--- src/rtl/fsk_demod.sv ---
`timescale 1ns/1ps
`default_nettype none
// ============================================================================
// Module  : fsk_demod
// Brief   : Binary FSK demodulator that classifies carrier half-period widths
//           into mark/space bits and reports carrier presence. Defining
//           FSK_DEMOD_MAJORITY_EN adds a 3-decision majority vote on data_out.
// Revision: 1.0 - initial release
// ============================================================================
module fsk_demod #(
  parameter int unsigned CNT_W    = 10,
  parameter int unsigned THRESH   = 166,
  parameter int unsigned MIN_HALF = 100,
  parameter int unsigned MAX_HALF = 250,
  parameter int unsigned TIMEOUT  = 512
) (
  input  logic clk,
  input  logic rst,
  input  logic fsk_in,
  output logic data_out,
  output logic carrier_ok
);

  localparam logic [CNT_W-1:0] C_CNT_MAX  = {CNT_W{1'b1}};
  localparam logic [CNT_W-1:0] C_THRESH   = CNT_W'(THRESH);
  localparam logic [CNT_W-1:0] C_MIN_HALF = CNT_W'(MIN_HALF);
  localparam logic [CNT_W-1:0] C_MAX_HALF = CNT_W'(MAX_HALF);
  localparam logic [CNT_W-1:0] C_TIMEOUT  = CNT_W'(TIMEOUT);

  logic [2:0]       sync_q, sync_d;
  logic [CNT_W-1:0] cnt_q, cnt_d;
  logic [CNT_W-1:0] sample_q, sample_d;
  logic             decide_q, decide_d;
  logic             data_q, data_d;
  logic             carrier_q, carrier_d;

  logic edge_det;
  logic timeout;
  logic in_range;
  logic too_long;
  logic bit_dec;

`ifdef FSK_DEMOD_MAJORITY_EN
  logic [2:0] hist_q, hist_d;
`endif

  always_comb begin
    // sync_q[0..1] form the metastability synchronizer; sync_q[2] is the edge-detect delay
    sync_d   = {sync_q[1:0], fsk_in};
    edge_det = sync_q[1] ^ sync_q[2];

    cnt_d    = cnt_q;
    sample_d = sample_q;
    if (edge_det) begin
      sample_d = cnt_q;
      cnt_d    = {{(CNT_W-1){1'b0}}, 1'b1};
    end else if (cnt_q != C_CNT_MAX) begin
      cnt_d = cnt_q + 1'b1;
    end

    decide_d = edge_det;
    timeout  = !edge_det && (cnt_q == C_TIMEOUT);
    in_range = (sample_q >= C_MIN_HALF) && (sample_q <= C_MAX_HALF);
    too_long = (sample_q > C_MAX_HALF);
    bit_dec  = (sample_q < C_THRESH);

    carrier_d = carrier_q;
    if (timeout) begin
      carrier_d = 1'b0;
    end else if (decide_q && in_range) begin
      carrier_d = 1'b1;
    end else if (decide_q && too_long) begin
      carrier_d = 1'b0;
    end

`ifdef FSK_DEMOD_MAJORITY_EN
    hist_d = hist_q;
    if (timeout) begin
      hist_d = 3'b000;
    end else if (decide_q && in_range) begin
      hist_d = {hist_q[1:0], bit_dec};
    end
    data_d = timeout ? 1'b0
                     : ((hist_q[0] & hist_q[1]) | (hist_q[1] & hist_q[2]) | (hist_q[0] & hist_q[2]));
`else
    data_d = data_q;
    if (timeout) begin
      data_d = 1'b0;
    end else if (decide_q && in_range) begin
      data_d = bit_dec;
    end
`endif
  end

  always_ff @(posedge clk or posedge rst) begin
    if (rst) begin
      sync_q    <= 3'b000;
      cnt_q     <= '0;
      sample_q  <= '0;
      decide_q  <= 1'b0;
      data_q    <= 1'b0;
      carrier_q <= 1'b0;
    end else begin
      sync_q    <= sync_d;
      cnt_q     <= cnt_d;
      sample_q  <= sample_d;
      decide_q  <= decide_d;
      data_q    <= data_d;
      carrier_q <= carrier_d;
    end
  end

`ifdef FSK_DEMOD_MAJORITY_EN
  always_ff @(posedge clk or posedge rst) begin
    if (rst) begin
      hist_q <= 3'b000;
    end else begin
      hist_q <= hist_d;
    end
  end
`endif

  assign data_out   = data_q;
  assign carrier_ok = carrier_q;

endmodule
`default_nettype wire

--- config.mk ---
export PLATFORM = sky130hd
export DESIGN_NAME = fsk_demod
export DESIGN_NICKNAME = d
export VERILOG_FILES = /design/src/rtl/fsk_demod.sv
export SDC_FILE = /design/constraint.sdc
export NUM_CORES = 1
export LEC_CHECK = 0
export CAP_MARGIN = 20
export CORE_UTILIZATION = 52
export DETAILED_ROUTE_END_ITERATION = 8
export PLACE_DENSITY = 0.75
export RECOVER_POWER = 50
export SLEW_MARGIN = 25
export SYNTH_ARGS = -nofsm -noshare
export SYNTH_HDL_FRONTEND = slang
export SYNTH_SLANG_ARGS = --single-unit
--- constraint.sdc ---
create_clock -name clk -period 1.6 [get_ports clk]
set_clock_uncertainty 0.15 [all_clocks]
set_input_delay 0.16 -clock clk [delete_from_list [all_inputs] [get_ports clk]]
set_output_delay 0.16 -clock clk [all_outputs]
set_load 0.05 [all_outputs]
======== Yosys cells after proc, flatten, opt, wreduce, memory -nomap -nowiden ========
Index checks and enable logic that the tools add are counted.
word-level totals
  word-level logic and storage cells ...... 29
  output and inout port bits .............. 2
  bits of input ports ..................... 3
  flip-flop bits (word level) ............. 26
operators by class
  magnitude comparators ................... 4
  reductions and logical operators ........ 8
  $add $sub $neg .......................... 1
  equal/unequal tests ..................... 2
  bitwise operators ....................... 1
  muxes and demuxes ....................... 7
operators by type and width
  operator                                                                count
  10-bit 2-to-1 mux                                                       2
  10-bit by 1-bit adder with 10-bit output, second input constant         1
  10-bit equality test, second input constant                             1
  10-bit by 7-bit >= comparator with 1-bit output, second input constant  1
  10-bit by 8-bit > comparator with 1-bit output, second input constant   1
  10-bit by 8-bit <= comparator with 1-bit output, second input constant  1
  10-bit by 8-bit < comparator with 1-bit output, second input constant   1
  10-bit inequality test, second input constant                           1
  1-bit 2-to-1 mux                                                        5
  1-bit logical AND                                                       4
  2-bit nonzero test                                                      2
  3-bit nonzero test                                                      1
  1-bit logical NOT                                                       1
  1-bit bitwise XOR                                                       1

======== Longest topological paths before layout ========
  depth in word-level cells ............... 5
  mapped depth ............................ 6
  mapped depth without buffers ............ 5

======== Least setup slack after synthesis ========
OpenSTA, ideal clock, no wires.
  path type ............................... flip-flop to flip-flop
  start ................................... reg cnt_q[0]
  end ..................................... reg cnt_q[5]
  library setup time ...................... 120 ps
  path slack .............................. -4 ps
  arrival ................................. 1,333 ps
  stages on the path, launching flop included .. 6
  period minus slack after synthesis ...... 1,604 ps
  cell sequence ........................... dfrtp_1 ha_1 and3_1 a31oi_4 a31oi_1 a41o_1
on the way
  cells in the longest elaborated chain, start to end .. 3
  elaborated cells on any way between the ends .. 5
  classes of those cells .................. 1 x add/sub; 1 x eq/ne; 2 x mux; 1 x reduce/logical
RTL lines
  what                                      line  RTL
  from (decl)                               31    logic [CNT_W-1:0] cnt_q, cnt_d;
  from (signal assigned)                    105   cnt_q <= cnt_d;
  10-bit by 1-bit adder with 10-bit output  58    cnt_d = cnt_q + 1'b1;
  10-bit 2-to-1 mux                         57    end else if (cnt_q != C_CNT_MAX) begin
  10-bit 2-to-1 mux                         54    if (edge_det) begin
Parallel ways exist; a longest one is shown, timed or not. The select of a mux whose other input is x is not followed.
A chain may end at the register's enable or synchronous reset.

======== Final worst setup path ========
Ends and elaborated chain as after synthesis.

==> out/metrics.yaml <==
numPortBuffers: 4
clkLatencyLatePin_ns: 0.32
yosys.area.top_type_share_pct: 52.0
min_to: "sync_q[1]"
rsz0062_at_grt: "no"
synthDistinctLibCells: 38
hp-class: "reg -> reg"
regToRegStartpoint: "cnt_q[0]"
slew_headroom_pct: 58.5
path_cells: "ha_4 -> and3_4 -> a31oi_4 -> a31oi_1 -> a41o_1"
post_synth.cell_area_avg_um2: 10.1
worst_slew_pin_slew_ns: 0.623
cts_tree: "yes"
r2r_end: "cnt_q[5]"
yosysMostFrequentCell: "nand2_1"
clock-sinks: 26
outcome: "complete, no violations"
num_io_pins: 5
drive_above_1_share_pct: 20.0
synth_area_leaders: "dfrtp_1, nand2_1, xnor2_1"
synth_top_area_cell: "dfrtp_1"
cts_root_buf: "clkbuf_4"
clk_pin_slew_worst_paths_ns: 0.13
grt_pass1_vias: 916
final.setup.tns_ns: 0
drtIter0Drc: 20
slew_viol_final: 0
initial_core_util_pct: 56.0
crit_type: "reg -> reg"
rrSetupSlack_ns: 0.06
min-delay-start: "sync_q[0]"
cap_violations: 0
groute.usage.overall_pct: 21.4
grt_max_degree: 27
path_max_fanout: 5
h-tree-depth: 1
max_clock_freq_mhz: 648
cts_hold_buffers: 0
first_pass_iters: 3
p_leak_nw: 0.655
synthArstFlopShare_pct: 100
drc: 0
ys.flop_type: "dfrtp_1"
cp-start-kind: "register"
viasPerCell: 5.61
finalPower_mw: 1.27
ant_nets: 0
gp_congestion: 0.926
cts-buffers-inserted: 3
reg2reg_depth: 5
final_hold_viol_count: 0
arrival_ns: 1.62
fin_util_pct: 62.7
netlist_area_mm2: 0.00125
die_x_um: 51.1
diodes: 0
fin_crit_ns: 1.54
cp_slowest_cell: "dfrtp_1"
antenna_found_initial: 0
synth_seq_cells: 26
slowest_delay_ns: 0.43
ys_seq_area_share_pct: 52.0
setup.worst_path.end_class: "register"
cp.required_ns: 1.67
syn_nets: 129
vdd_drop_max_mv: 0.675
hold_path_depth: 0
synth.top_cells.by_count: "nand2_1, dfrtp_1, inv_1, nor2_1, o21ai_0"
synth_edf_count: 0
period_share_pct: 96.5
power_density_mw_per_mm2: 904
area_growth_syn_to_layout_pct: 11.9
die-area_mm2: 0.00261
nFillCells: 181
nets: 141
worst-path-stages: 5
die_h_um: 51.1
grt_overflow_total: 0
routed_wl_um: 2400
grt_pass1_wl_um: 4040
ys_warn_count: 0
vias: 915
wl_per_cell_um: 14.7
placementRows: 17
setup_viol: 0
core-area_mm2: 0.00223
cts_buffer_depth: 2
post-dp-hpwl_um: 1740
crit_family: "compound AO/OA/AOI/OAI gates"
critPathBufInv: 0
syn_inst: 124
## through the flow
| step | cells | cell area, um^2 | hold slack (ns) | setup slack [ns] |
|---|---|---|---|---|
| 5_1_grt | 163 | 1400 | 0.233 | 0.00130 |
| 4_1_cts | 162 | 1370 | 0.0303 | 0.00719 |
| 2_1_floorplan | 124 | 1250 | 0.0414 | 0.0346 |
| 3_3_place_gp | 158 | 1340 | 0.192 | 0.0611 |
| 3_5_place_dp | 158 | 1340 | 0.196 | 0.0296 |
| 6_report | 163 | 1400 | 0.235 | 0.0563 |
## what timing repair did
item,in CTS,in global routing
endpoints found under the setup margin,0,3
buffers inserted,0,1
gates resized for setup,0,5
## state kept, by name (all words and copies together), names as in the netlist
name	cells
cnt_q	10
sample_q	10
sync_q	3
carrier_ok	1
data_out	1
decide_q	1
## per-layer routing
metal  vias to the layer above  GRT usage (%)  part of all wire (%)
li1                        453              -                     -
met1                       446           27.0                    46
met2                        10           35.1                    50
met3                         6           3.27                   1.4
met4                         0           12.0                   1.9
met5                         -              0                     0
## layout make-up
class | instances | area, um^2 | area share (%)
Clock buffer | 4 | 36.3 | 2.59
Inverter | 7 | 28.8 | 2.06
Multi-Input combinational cell | 85 | 548 | 39.1
Sequential cell | 26 | 652 | 46.6
Tap cell | 28 | 35.0 | 2.50
Timing Repair Buffer | 13 | 100 | 7.15
## kinds of logic (layout without fill, tap and decap cells)
logic type                 Yosys count  in the layout  synth area share (%)
adders and majority gates            2              2                  2.00
DFF                                 26             26                  52.0
AOI/OAI and AO/OA                   24             24                  14.2
xor gates and xnor gates             4              4                  3.40
muxes                                1              1                 0.800
buffers and inverters               13             24                  6.10
and+or+nand+nor                     54             54                  21.5
## report_power, final
part	leakage, nW	switching [mW]	internal [mW]
sequential	0.343	0.0459	0.700
clock	0.0210	0.189	0.139
combinational	0.291	0.109	0.0825
total	0.655	0.344	0.922
## worst max path at each step
stage / startpoint / end / slack [ns]
after CTS: cnt_q[0] / cnt_q[5] / 0.007
final: cnt_q[0] / cnt_q[5] / 0.06
after floorplan: cnt_q[0] / cnt_q[5] / 0.03
after global placement: cnt_q[0] / cnt_q[5] / 0.06
after global routing: cnt_q[6] / cnt_q[0] / 0.001
after detailed placement: cnt_q[0] / cnt_q[5] / 0.03
## worst reg2reg max path: stages (launching register included)
cell	delay [ns]
dfrtp_1	0.43
ha_4	0.19
and3_4	0.18
a31oi_4	0.18
a31oi_1	0.10
a41o_1	0.21
## placed cells by master (no fill, tap or decap), types with 2 or more instances in the layout
cell	n
xnor2_1	3
buf_4	10
a21oi_1	4
nand3_1	3
dlygate4sd3_1	2
o21ai_0	5
nor2_1	6
nor3_1	2
nor4_1	2
a31oi_1	4
nand4_1	3
clkbuf_4	3
nand2_1	29
dfrtp_1	25
inv_1	6
(Power assumes the default switching activity.)
